`src/rtl/sad_accum_engine_if.sv`:
```
// Handshake bundle for the SAD accumulation engine: input beat channel with
// its per-beat controls, and the frame result channel.
interface sad_accum_engine_if #(
  parameter int DATA_W = 5,
  parameter int LANES  = 2,
  parameter int ACC_W  = 8
);
  logic                    in_valid;
  logic                    in_ready;
  logic [LANES*DATA_W-1:0] in_x;
  logic [LANES*DATA_W-1:0] in_y;
  logic                    mode_signed;
  logic                    clear;
  logic                    out_valid;
  logic                    out_ready;
  logic [ACC_W-1:0]        out_sum;
  logic                    out_sat;

  // Producer/consumer side (drives beats, accepts results).
  modport master (
    output in_valid, in_x, in_y, mode_signed, clear, out_ready,
    input  in_ready, out_valid, out_sum, out_sat
  );

  // Engine side.
  modport slave (
    input  in_valid, in_x, in_y, mode_signed, clear, out_ready,
    output in_ready, out_valid, out_sum, out_sat
  );
endinterface

```
`src/rtl/sad_accum_engine.sv`:
```
// Multi-lane |x-y| engine accumulating a saturating sum of absolute
// differences over FRAME_LEN accepted beats. Each frame result is held on a
// valid/ready output and mirrored, inverted, onto active-low board LEDs.
module sad_accum_engine #(
  parameter int DATA_W    = 5,
  parameter int LANES     = 2,
  parameter int FRAME_LEN = 4,
  parameter int ACC_W     = 8,
  parameter int LED_W     = 6
) (
  input  logic             clk,
  input  logic             rst,
  sad_accum_engine_if.slave bus,
  output logic [LED_W-1:0] boardLED
);

  localparam int SUM_W = DATA_W + $clog2(LANES);
  localparam int ADD_W = ACC_W + 1;
  localparam int CNT_W = (FRAME_LEN > 1) ? $clog2(FRAME_LEN) : 1;
  localparam logic [CNT_W-1:0] LAST_CNT = CNT_W'(FRAME_LEN - 1);
  localparam logic [ACC_W-1:0] ACC_MAX  = '1;

  typedef enum logic {
    ST_ACCUM = 1'b0,
    ST_HOLD  = 1'b1
  } state_t;

  state_t r_state;
  state_t w_state_next;

  logic [ACC_W-1:0] r_acc;
  logic [CNT_W-1:0] r_cnt;
  logic             r_sat;
  logic [ACC_W-1:0] r_out_sum;
  logic             r_out_sat;
  logic [LED_W-1:0] r_led;

  logic [DATA_W-1:0] w_diff [LANES];
  logic [SUM_W-1:0]  w_beat_sum;
  logic [ADD_W-1:0]  w_add;
  logic              w_ovf;
  logic [ACC_W-1:0]  w_acc_next;
  logic              w_accept;
  logic              w_last;

  // Per-lane absolute difference. The modular subtraction of the smaller
  // operand from the larger always fits in DATA_W unsigned bits, in both modes.
  for (genvar g = 0; g < LANES; g++) begin : g_lane
    logic [DATA_W-1:0] w_x;
    logic [DATA_W-1:0] w_y;
    logic              w_x_gt;

    assign w_x    = bus.in_x[g*DATA_W +: DATA_W];
    assign w_y    = bus.in_y[g*DATA_W +: DATA_W];
    assign w_x_gt = bus.mode_signed ? ($signed(w_x) > $signed(w_y)) : (w_x > w_y);
    assign w_diff[g] = w_x_gt ? (w_x - w_y) : (w_y - w_x);
  end

  // Sum of the lane differences for the current beat.
  // NOTE: every always_comb output gets a default before any branch or loop,
  // so no path leaves it unassigned and no latch is inferred.
  always_comb begin
    w_beat_sum = '0;
    for (int i = 0; i < LANES; i++) begin
      w_beat_sum = w_beat_sum + SUM_W'(w_diff[i]);
    end
  end

  // Saturating add: one spare bit catches the overflow, then clamp.
  assign w_add      = {1'b0, r_acc} + ADD_W'(w_beat_sum);
  assign w_ovf      = w_add[ACC_W];
  assign w_acc_next = w_ovf ? ACC_MAX : w_add[ACC_W-1:0];

  assign w_accept = bus.in_valid & (r_state == ST_ACCUM);
  assign w_last   = (r_cnt == LAST_CNT);

  // FSM state register.
  // NOTE: clocked blocks use non-blocking assignments so every register sees
  // pre-edge values of the others, independent of block evaluation order.
  always_ff @(posedge clk) begin
    if (rst) r_state <= ST_ACCUM;
    else     r_state <= w_state_next;
  end

  // Next-state and handshake outputs; a clear on the last beat drops it.
  always_comb begin
    w_state_next  = r_state;
    bus.in_ready  = 1'b0;
    bus.out_valid = 1'b0;
    unique case (r_state)
      ST_ACCUM: begin
        bus.in_ready = 1'b1;
        if (w_accept && !bus.clear && w_last) w_state_next = ST_HOLD;
      end
      ST_HOLD: begin
        bus.out_valid = 1'b1;
        if (bus.out_ready) w_state_next = ST_ACCUM;
      end
      default: w_state_next = ST_ACCUM;
    endcase
  end

  // Accumulator, beat count, sticky saturation and the held frame result.
  always_ff @(posedge clk) begin
    if (rst) begin
      r_acc     <= '0;
      r_cnt     <= '0;
      r_sat     <= 1'b0;
      r_out_sum <= '0;
      r_out_sat <= 1'b0;
      r_led     <= '1;
    end else if (r_state == ST_ACCUM) begin
      if (bus.clear) begin
        r_acc <= '0;
        r_cnt <= '0;
        r_sat <= 1'b0;
      end else if (w_accept) begin
        if (w_last) begin
          r_out_sum <= w_acc_next;
          r_out_sat <= r_sat | w_ovf;
          r_led     <= ~w_acc_next[LED_W-1:0];
          r_acc     <= '0;
          r_cnt     <= '0;
          r_sat     <= 1'b0;
        end else begin
          r_acc <= w_acc_next;
          r_cnt <= r_cnt + 1'b1;
          r_sat <= r_sat | w_ovf;
        end
      end
    end
  end

  assign bus.out_sum = r_out_sum;
  assign bus.out_sat = r_out_sat;
  assign boardLED    = r_led;

endmodule

```
`src/flat_wrapper.sv`:
```
// flat-port wrapper written by rule: the top's interface ports become plain ports
module sad_accum_engine_flat 
#(
  parameter int DATA_W    = 5,
  parameter int LANES     = 2,
  parameter int FRAME_LEN = 4,
  parameter int ACC_W     = 8,
  parameter int LED_W     = 6
)
  (clk, rst, boardLED, bus_in_valid, bus_in_x, bus_in_y, bus_mode_signed, bus_clear, bus_out_ready, bus_in_ready, bus_out_valid, bus_out_sum, bus_out_sat);
  sad_accum_engine_if #(.DATA_W(DATA_W), .LANES(LANES), .ACC_W(ACC_W)) bus_i ();
  input  logic clk;
  input  logic rst;
  output logic [LED_W-1:0] boardLED;
  input wire logic [$bits(bus_i.in_valid)-1:0] bus_in_valid;
  input wire logic [$bits(bus_i.in_x)-1:0] bus_in_x;
  input wire logic [$bits(bus_i.in_y)-1:0] bus_in_y;
  input wire logic [$bits(bus_i.mode_signed)-1:0] bus_mode_signed;
  input wire logic [$bits(bus_i.clear)-1:0] bus_clear;
  input wire logic [$bits(bus_i.out_ready)-1:0] bus_out_ready;
  output wire logic [$bits(bus_i.in_ready)-1:0] bus_in_ready;
  output wire logic [$bits(bus_i.out_valid)-1:0] bus_out_valid;
  output wire logic [$bits(bus_i.out_sum)-1:0] bus_out_sum;
  output wire logic [$bits(bus_i.out_sat)-1:0] bus_out_sat;
  assign bus_i.in_valid = bus_in_valid;
  assign bus_i.in_x = bus_in_x;
  assign bus_i.in_y = bus_in_y;
  assign bus_i.mode_signed = bus_mode_signed;
  assign bus_i.clear = bus_clear;
  assign bus_i.out_ready = bus_out_ready;
  assign bus_in_ready = bus_i.in_ready;
  assign bus_out_valid = bus_i.out_valid;
  assign bus_out_sum = bus_i.out_sum;
  assign bus_out_sat = bus_i.out_sat;
  sad_accum_engine #(.DATA_W(DATA_W), .LANES(LANES), .FRAME_LEN(FRAME_LEN), .ACC_W(ACC_W), .LED_W(LED_W)) u_core (.clk(clk), .rst(rst), .bus(bus_i), .boardLED(boardLED));
endmodule
```
`config.mk`:
```
export PLATFORM = sky130hd
export DESIGN_NAME = sad_accum_engine_flat
export DESIGN_NICKNAME = d
export VERILOG_FILES = /design/src/rtl/sad_accum_engine_if.sv /design/src/rtl/sad_accum_engine.sv /design/src/flat_wrapper.sv
export SDC_FILE = /design/constraint.sdc
export NUM_CORES = 1
export LEC_CHECK = 0
export ABC_CLOCK_PERIOD_IN_PS = 5200
export CAP_MARGIN = 0
export CORE_AREA = 2 2 77 79
export DETAILED_ROUTE_END_ITERATION = 10
export DIE_AREA = 0 0 79 81
export PLACE_DENSITY_LB_ADDON = 0.08
export SYNTH_ARGS = -nofsm -noshare
export SYNTH_HDL_FRONTEND = slang
export SYNTH_SLANG_ARGS = --single-unit
```
`constraint.sdc`:
```
create_clock -name clk -period 5.2 [get_ports clk]
set_input_delay 1.04 -clock clk [delete_from_list [all_inputs] [get_ports clk]]
set_output_delay 1.04 -clock clk [all_outputs]
set_load 0.01 [all_outputs]
```
==> results of run 1 <==
Yosys cell counts (all sizes together), types with 3 or more instances:
library cell | n | area, sq um
a211o | 3 | 26.28
a21o | 7 | 52.55
a21oi | 24 | 127.6
and2 | 3 | 21.27
dfxtp | 27 | 540.5
fa | 10 | 200.2
ha | 24 | 300.3
inv | 42 | 157.7
mux2i | 8 | 80.08
nand2 | 14 | 52.55
nand2b | 4 | 32.53
nand3 | 4 | 20.02
nor2 | 18 | 70.07
nor3 | 3 | 30.03
o211a | 4 | 40.04
o21ai | 12 | 60.06
o21bai | 4 | 30.03
o22ai | 5 | 31.28
xnor2 | 8 | 70.07
xor2 | 3 | 26.28
cells by family after synthesis:
logic type | Yosys count | synth area share
muxes | 8 | 0.03728
xor gates and xnor gates | 11 | 0.04485
buffers and inverters | 46 | 0.08270
AOI/OAI and AO/OA | 67 | 0.2074
adders and majority gates | 34 | 0.2330
and+or+nand+nor | 56 | 0.1433
DFF | 27 | 0.2516
power breakdown:
group | switching [uW] | leakage, uW | internal (uW)
registers | 4.05 | 0.000218 | 217
clock network | 61.6 | 0.0000228 | 54.7
logic | 251 | 0.00105 | 192
total | 317 | 0.00129 | 464
sequential cells by signal, indices dropped and copies added (netlist names):
name and count:
u_core.boardLED 6, u_core.bus.out_sat 1, u_core.bus.out_sum 8, u_core.r_acc 8, u_core.r_cnt 2, u_core.r_sat 1
u_core.r_state 1
path summary, 6_finish.rpt:
check                           slack (ns)  depth (start not counted)                           end
worst max-delay path                  0.44                         17  u_core.r_acc[7]$_SDFFE_PP0P_
worst min-delay path                  0.45                          2  u_core.r_acc[5]$_SDFFE_PP0P_
worst max register to register        2.69                         11  u_core.r_acc[7]$_SDFFE_PP0P_
worst min register to register        0.45                          2  u_core.r_acc[5]$_SDFFE_PP0P_
worst register-to-register path: cells and delay by family (launching register included):
kind	cells	cell delay, ns
AOI/OAI and AO/OA	1	0.25
adders and majority gates	3	1.01
buffers and inverters	3	0.19
and+or+nand+nor	4	0.65
DFF	1	0.31
cell type report:
cell class,count,share of cell area
Timing Repair Buffer,47,0.1680
Clock buffer,4,0.01653
Sequential cell,27,0.1983
Inverter,42,0.05785
Multi-Input combinational cell,176,0.5248
Tap cell,75,0.03444
routing by layer:
layer  wire [um]  GRT usage  up-vias  part of all wire
li1            -          -      936                 -
met1        2364     0.2109      825              0.50
met2        2144     0.2559       57              0.45
met3         204    0.01889        6             0.043
met4          59    0.04310        0             0.012
met5           0          0        -                 0
through the flow:
step	util	instance area (sq um)	instances	hold slack (ns)	setup slack, ns
after floorplan	-	2148	249	0.4261	1.026
after global placement	0.4722	2680	367	0.4370	0.1110
after detailed placement	0.4722	2680	367	0.4410	0.1060
after CTS	0.4802	2725	371	0.4616	0.3858
after global routing	0.4802	2725	371	0.4820	0.1412
final	0.4802	2725	371	0.4545	0.4399
==> metrics.md, run 1 <==
| Metric | Value |
|---|---|
| Cell repeated most along the worst path | inv_1 |
| Multi-input logic area | 0.001430 sq mm |
| Mean post-synth cell area | 8.628 sq um |
| Max Root-Sink Buffers | 2 |
| Reg2reg start | u_core.r_acc[1]$_SDFFE_PP0P_ |
| WS Path Type | input port to flop |
| Synth Flop Type | dfxtp_1 |
| Number of vias in the routed layout | 1824 |
| Worst hold path type | flop to flop |
| Mapped cell area | 0.002148 sq mm |
| Row cnt | 28 |
| Max incr delay on CP | 0.53 ns |
| Clock Sink Count | 27 |
| Gr usage total | 0.1537 |
| Root buffer cell | clkbuf_8 |
| Most frequent cells in the layout | inv_1 (42), clkdlybuf4s50_1 (42), dfxtp_1 (27), ha_1 (24), a21oi_1 (22) |
| Residual DRC count | 0 |
| CTS Buf Count | 3 |
| Pwr Total | a little under 800 uW |
| Number of synthesized flops with an enable pin | 0 |
| Crit-path leading delay family | adder cells |
| TritonCTS clock tree | done |
| Seq cells post-synth | 27 |
| Total core area | 0.005675 sq mm |
| Die W | 79 um |
| Slowest CP cell | clkdlybuf4s50_1 |
| Power density over the cells | 286.6 mW/mm^2 |
| Sequential element share of the synthesized area | 0.2516 |
| Register Area | ~540 sq um |
| Post-synth ARST share | 0 |
| Die Span Y | 81 um |
| Share of layout cells above drive strength 1 | 0.06757 |
| Remaining Overflow, GRT | 0 |
| DP HPWL | 3.856 mm |
| # hold bufs at CTS | 0 |
| Post CTS Setup Buffer Count | 0 |
| Netlist cell types | 42 |
| Max Cap Viol | 0 |
| P_leak | approximately 0.0013 uW |
| Yosys warns | 0 |
| Critical path, cell by cell | clkdlybuf4s50_1, inv_1, ha_1, and4_1, o22ai_1, a21oi_2, mux2i_1, fa_1, inv_1, ha_1, inv_1, fa_1, nand2b_1, a211oi_1, or2_2, nor4b_1, nor2_1 |
| Placer Congestion | 0.8491 |
| I/O Buffers | 42 |
| Global-route wire length before repair | 7.935 mm |
| CTS clock-pin slew for the worst setup and hold paths | 0.09 ns |
| Worst setup SP type | input port |
| Vias/cell | between 4 and 5 |
| Gate Count Post-Synth | around 250 |
| # diodes | 0 |
| CP required | 5.36 ns |
| Starting DRT DRC Count | 46 |
| Final wirelength | 4.773 mm |
| WP buf/inv | 4 |
| HP Start | u_core.r_acc[5]$_SDFFE_PP0P_ |
| Final-layout fill cell count | 578 |
| Run status | complete, no violations |
| Worst-Skew Late Latency | about 0.27 ns |
| Number of I/O pins | 43 |
| RSZ-0062 raised after global routing | false |
| Syn-to-layout area delta | 26.85% |
| Worst EP arrival | ~4.9 ns |
| Slew Viols, Final | 0 |
| Wirelength per Cell | 12.87 um |
| Crit share post-route | 0.9154 |
| Final worst clock skew | 0.007050 ns |
| Final ANT Viol Nets | 0 |
| Largest net degree at the start of global routing | 15 |
| Initial antenna violation count | 0 |
| Final setup violation count | 0 |
| Fmax | 0.2101 GHz |
| Endpoints failing hold | 0 |
| Setup tns final | 0 ns |
| Starting Density | 0.3785 |
| Min cycle time layout | around 4.8 ns |
| Critical Path Source | bus_in_y[6] |
| Peak VDD IR | 0.1635 mV |
| Worst setup EP type | flop |
| Vias in the first global route | 1715 |
| Die area | 0.006399 sq mm |
| DR pass1 iterations | 4 |
| Nets@finish | ~360 |
| CTS H-tree lvls | 1 |
| Worst Tran Pin Value | 0.5301 ns |
| Syn_nets | 309 |
| Slew Limit Headroom | 0.6455 |
| Post-CTS Resized | 0 |
| CP max FO | 4 |
Note: power is estimated with default switching activity, not from simulation.
==> run 2: changes to the inputs <==
--- a/config.mk
+++ b/config.mk
@@ -11,6 +11,7 @@
 export DETAILED_ROUTE_END_ITERATION = 10
 export DIE_AREA = 0 0 79 81
 export PLACE_DENSITY_LB_ADDON = 0.08
+export SKIP_LAST_GASP = 1
 export SYNTH_ARGS = -nofsm -noshare
 export SYNTH_HDL_FRONTEND = slang
 export SYNTH_SLANG_ARGS = --single-unit
==> results of run 2 <==
Same layout as run 1: the final DEF is identical, and so are final timing and power.
==> run 3: changes to the inputs <==
--- a/config.mk
+++ b/config.mk
@@ -6,10 +6,11 @@
 export NUM_CORES = 1
 export LEC_CHECK = 0
 export ABC_CLOCK_PERIOD_IN_PS = 5200
-export CAP_MARGIN = 0
+export CAP_MARGIN = 5
 export CORE_AREA = 2 2 77 79
 export DETAILED_ROUTE_END_ITERATION = 10
 export DIE_AREA = 0 0 79 81
+export GPL_TIMING_DRIVEN = 0
 export PLACE_DENSITY_LB_ADDON = 0.08
 export SKIP_LAST_GASP = 1
 export SYNTH_ARGS = -nofsm -noshare
==> run 3 against run 2 <==
- count of clock-buffer cells in the layout fell by 1
- clock power rose by 8%
- register-to-register slack got worse by 0.09 ns
- first-iteration DRC count fell by 30%
- clock skew fell by 0.0019 ns
- total power fell by 0.82%
- fmax fell by 2.1%
==> metrics.md, run 3 (synthesized netlist as in run 1, its figures left out) <==
| Metric | Value |
|---|---|
| Run status | complete, no violations |
| Register-to-Register Path Depth | 11 |
| Worst setup EP type | flop |
| Slew Viols, Final | 0 |
| Endpoints failing hold | 0 |
| Crit share post-route | 0.9349 |
| Place WS | -0.003881 ns |
| Share of layout cells above drive strength 1 | 0.06441 |
| CTS Buf Count | 3 |
| DR pass1 iterations | 4 |
| Peak VDD IR | ~0.23 mV |
| Post CTS Setup Buffer Count | 0 |
| Starting DRT DRC Count | 32 |
| Residual DRC count | 0 |
| Power density over the cells | 285.3 mW/mm^2 |
| Post-route cell area | 0.002715 sq mm |
| Placer Congestion | just over 0.8 |
| Die Span Y | around 80 um |
| Final-layout fill cell count | approximately 600 |
| Most frequent cells in the layout | inv_1 (42), clkdlybuf4s50_1 (42), dfxtp_1 (27), ha_1 (24), a21oi_1 (22) |
| Min cycle time layout | 4.861 ns |
| Layout Utilization | 0.4784 |
| Final Worst Setup Slack | 0.3385 ns |
| Fmax | 0.2057 GHz |
| Max Cap Viol | 0 |
| # hold bufs at CTS | 0 |
| Final worst clock skew | 0.005197 ns |
| Largest net degree at the start of global routing | 17 |
| TritonCTS clock tree | done |
| Crit path to | u_core.bus.out_sum[7]$_SDFFE_PP0P_ |
| Number of vias in the routed layout | 1787 |
| Nets@finish | 356 |
| Root buffer cell | clkbuf_8 |
| Total core area | 0.005675 sq mm |
| Syn-to-layout area delta | 26.38% |
| Final wirelength | 4.622 mm |
| Reg2Reg Capture Point | u_core.bus.out_sum[7]$_SDFFE_PP0P_ |
| Critical Path Source | bus_in_y[1] |
| HP Start | u_core.r_acc[5]$_SDFFE_PP0P_ |
| Post-CTS Resized | 0 |
| Placement Cell Area | 0.002663 sq mm |
| I/O Buffers | 42 |
| CP required | 5.41 ns |
| Number of I/O pins | 43 |
| Worst EP arrival | between 5 and 6 ns |
| Final ANT Viol Nets | 0 |
| Clock Sink Count | 27 |
| Initial antenna violation count | 0 |
| CP max FO | 4 |
| CTS clock-pin slew for the worst setup and hold paths | 0.10 ns |
| Setup tns final | 0 ns |
| Wirelength per Cell | 12.49 um |
| RSZ-0062 raised after global routing | false |
| # diodes | 0 |
| Slew Limit Headroom | 0.6833 |
| Reg2reg start | u_core.r_acc[1]$_SDFFE_PP0P_ |
| WS Path Type | input port to flop |
| DP HPWL | 3.703 mm |
| Gr usage total | 0.1536 |
| Global-route wire length before repair | about 8.0 mm |
| CTS H-tree lvls | 1 |
| Die area | 0.006399 sq mm |
| Vias in the first global route | 1803 |
| Worst-Skew Late Latency | roughly 0.28 ns |
| P_leak | 0.001266 uW |
| Final setup violation count | 0 |
| Remaining Overflow, GRT | 0 |
| Multi-input logic area | 0.001434 sq mm |
| Worst setup SP type | input port |
| Worst hold path type | flop to flop |
| Starting Density | 0.3785 |
| Row cnt | 28 |
| Die W | 79 um |
| Vias/cell | 4.830 |
| Register Area | 540.5 sq um |
| Worst Tran Pin Value | about 0.48 ns |
| Max Root-Sink Buffers | 2 |
| Worst reg-to-reg setup slack | 2.60 ns |
run 3: cell types whose count changed in the layout (fill, tap and decap cells not counted), sizes merged:
cell and delta:
buf -3, clkinvlp +1, clkbuf +1
run 3: worst min path at each step:
stage / to / cells after the start / slack (ns)
floorplan: u_core.r_acc[0]$_SDFFE_PP0P_ / 1 / 0.43
global placement: u_core.r_acc[0]$_SDFFE_PP0P_ / 1 / 0.44
detailed placement: u_core.r_acc[5]$_SDFFE_PP0P_ / 2 / 0.45
CTS: u_core.r_acc[5]$_SDFFE_PP0P_ / 2 / 0.46
global route: u_core.r_acc[5]$_SDFFE_PP0P_ / 2 / 0.49
finish: u_core.r_acc[5]$_SDFFE_PP0P_ / 2 / 0.46
run 3: worst max-delay path, cell delays in order:
cell             delay, ns
clkdlybuf4s50_1       0.53
inv_1                 0.10
ha_1                  0.32
and4_1                0.22
o22ai_1               0.10
a21oi_2               0.26
mux2i_1               0.35
fa_1                  0.47
inv_1                 0.07
ha_1                  0.16
inv_1                 0.05
fa_1                  0.39
nand2b_1              0.18
a211oi_1              0.28
o21ai_0               0.16
xor2_1                0.18
a31oi_1               0.19
run 3: power by group:
part	internal, uW	switching (uW)
clock	54.5	70.9
sequential	217	4.46
combinational	189	239
total	461	314
run 3: cell type report:
type | count | area share
multi-input combinational | 176 | 0.5281
sequential | 27 | 0.1991
timing repair buffer | 42 | 0.1548
inverter | 42 | 0.05806
tap | 75 | 0.03456
clock buffer | 3 | 0.01521
buffer | 4 | 0.007373
clock inverter | 1 | 0.002765
run 3: stage by stage:
step | std cells | hold slack [ns] | total power, uW
CTS | 370 | 0.4610 | 780.9
finish | 370 | 0.4552 | 774.6
global route | 370 | 0.4870 | 856.0
global placement | 366 | 0.4444 | 652.8
detailed placement | 366 | 0.4455 | 655.0
floorplan | 249 | 0.4261 | 559.2
run 3: metal layers:
| layer | share of wire | vias to the layer above | GRT usage |
|---|---|---|---|
| li1 | - | 935 | - |
| met1 | 0.49 | 809 | 0.2080 |
| met2 | 0.46 | 37 | 0.2653 |
| met3 | 0.033 | 6 | 0.01222 |
| met4 | 0.014 | 0 | 0.04138 |
| met5 | 0 | - | 0 |
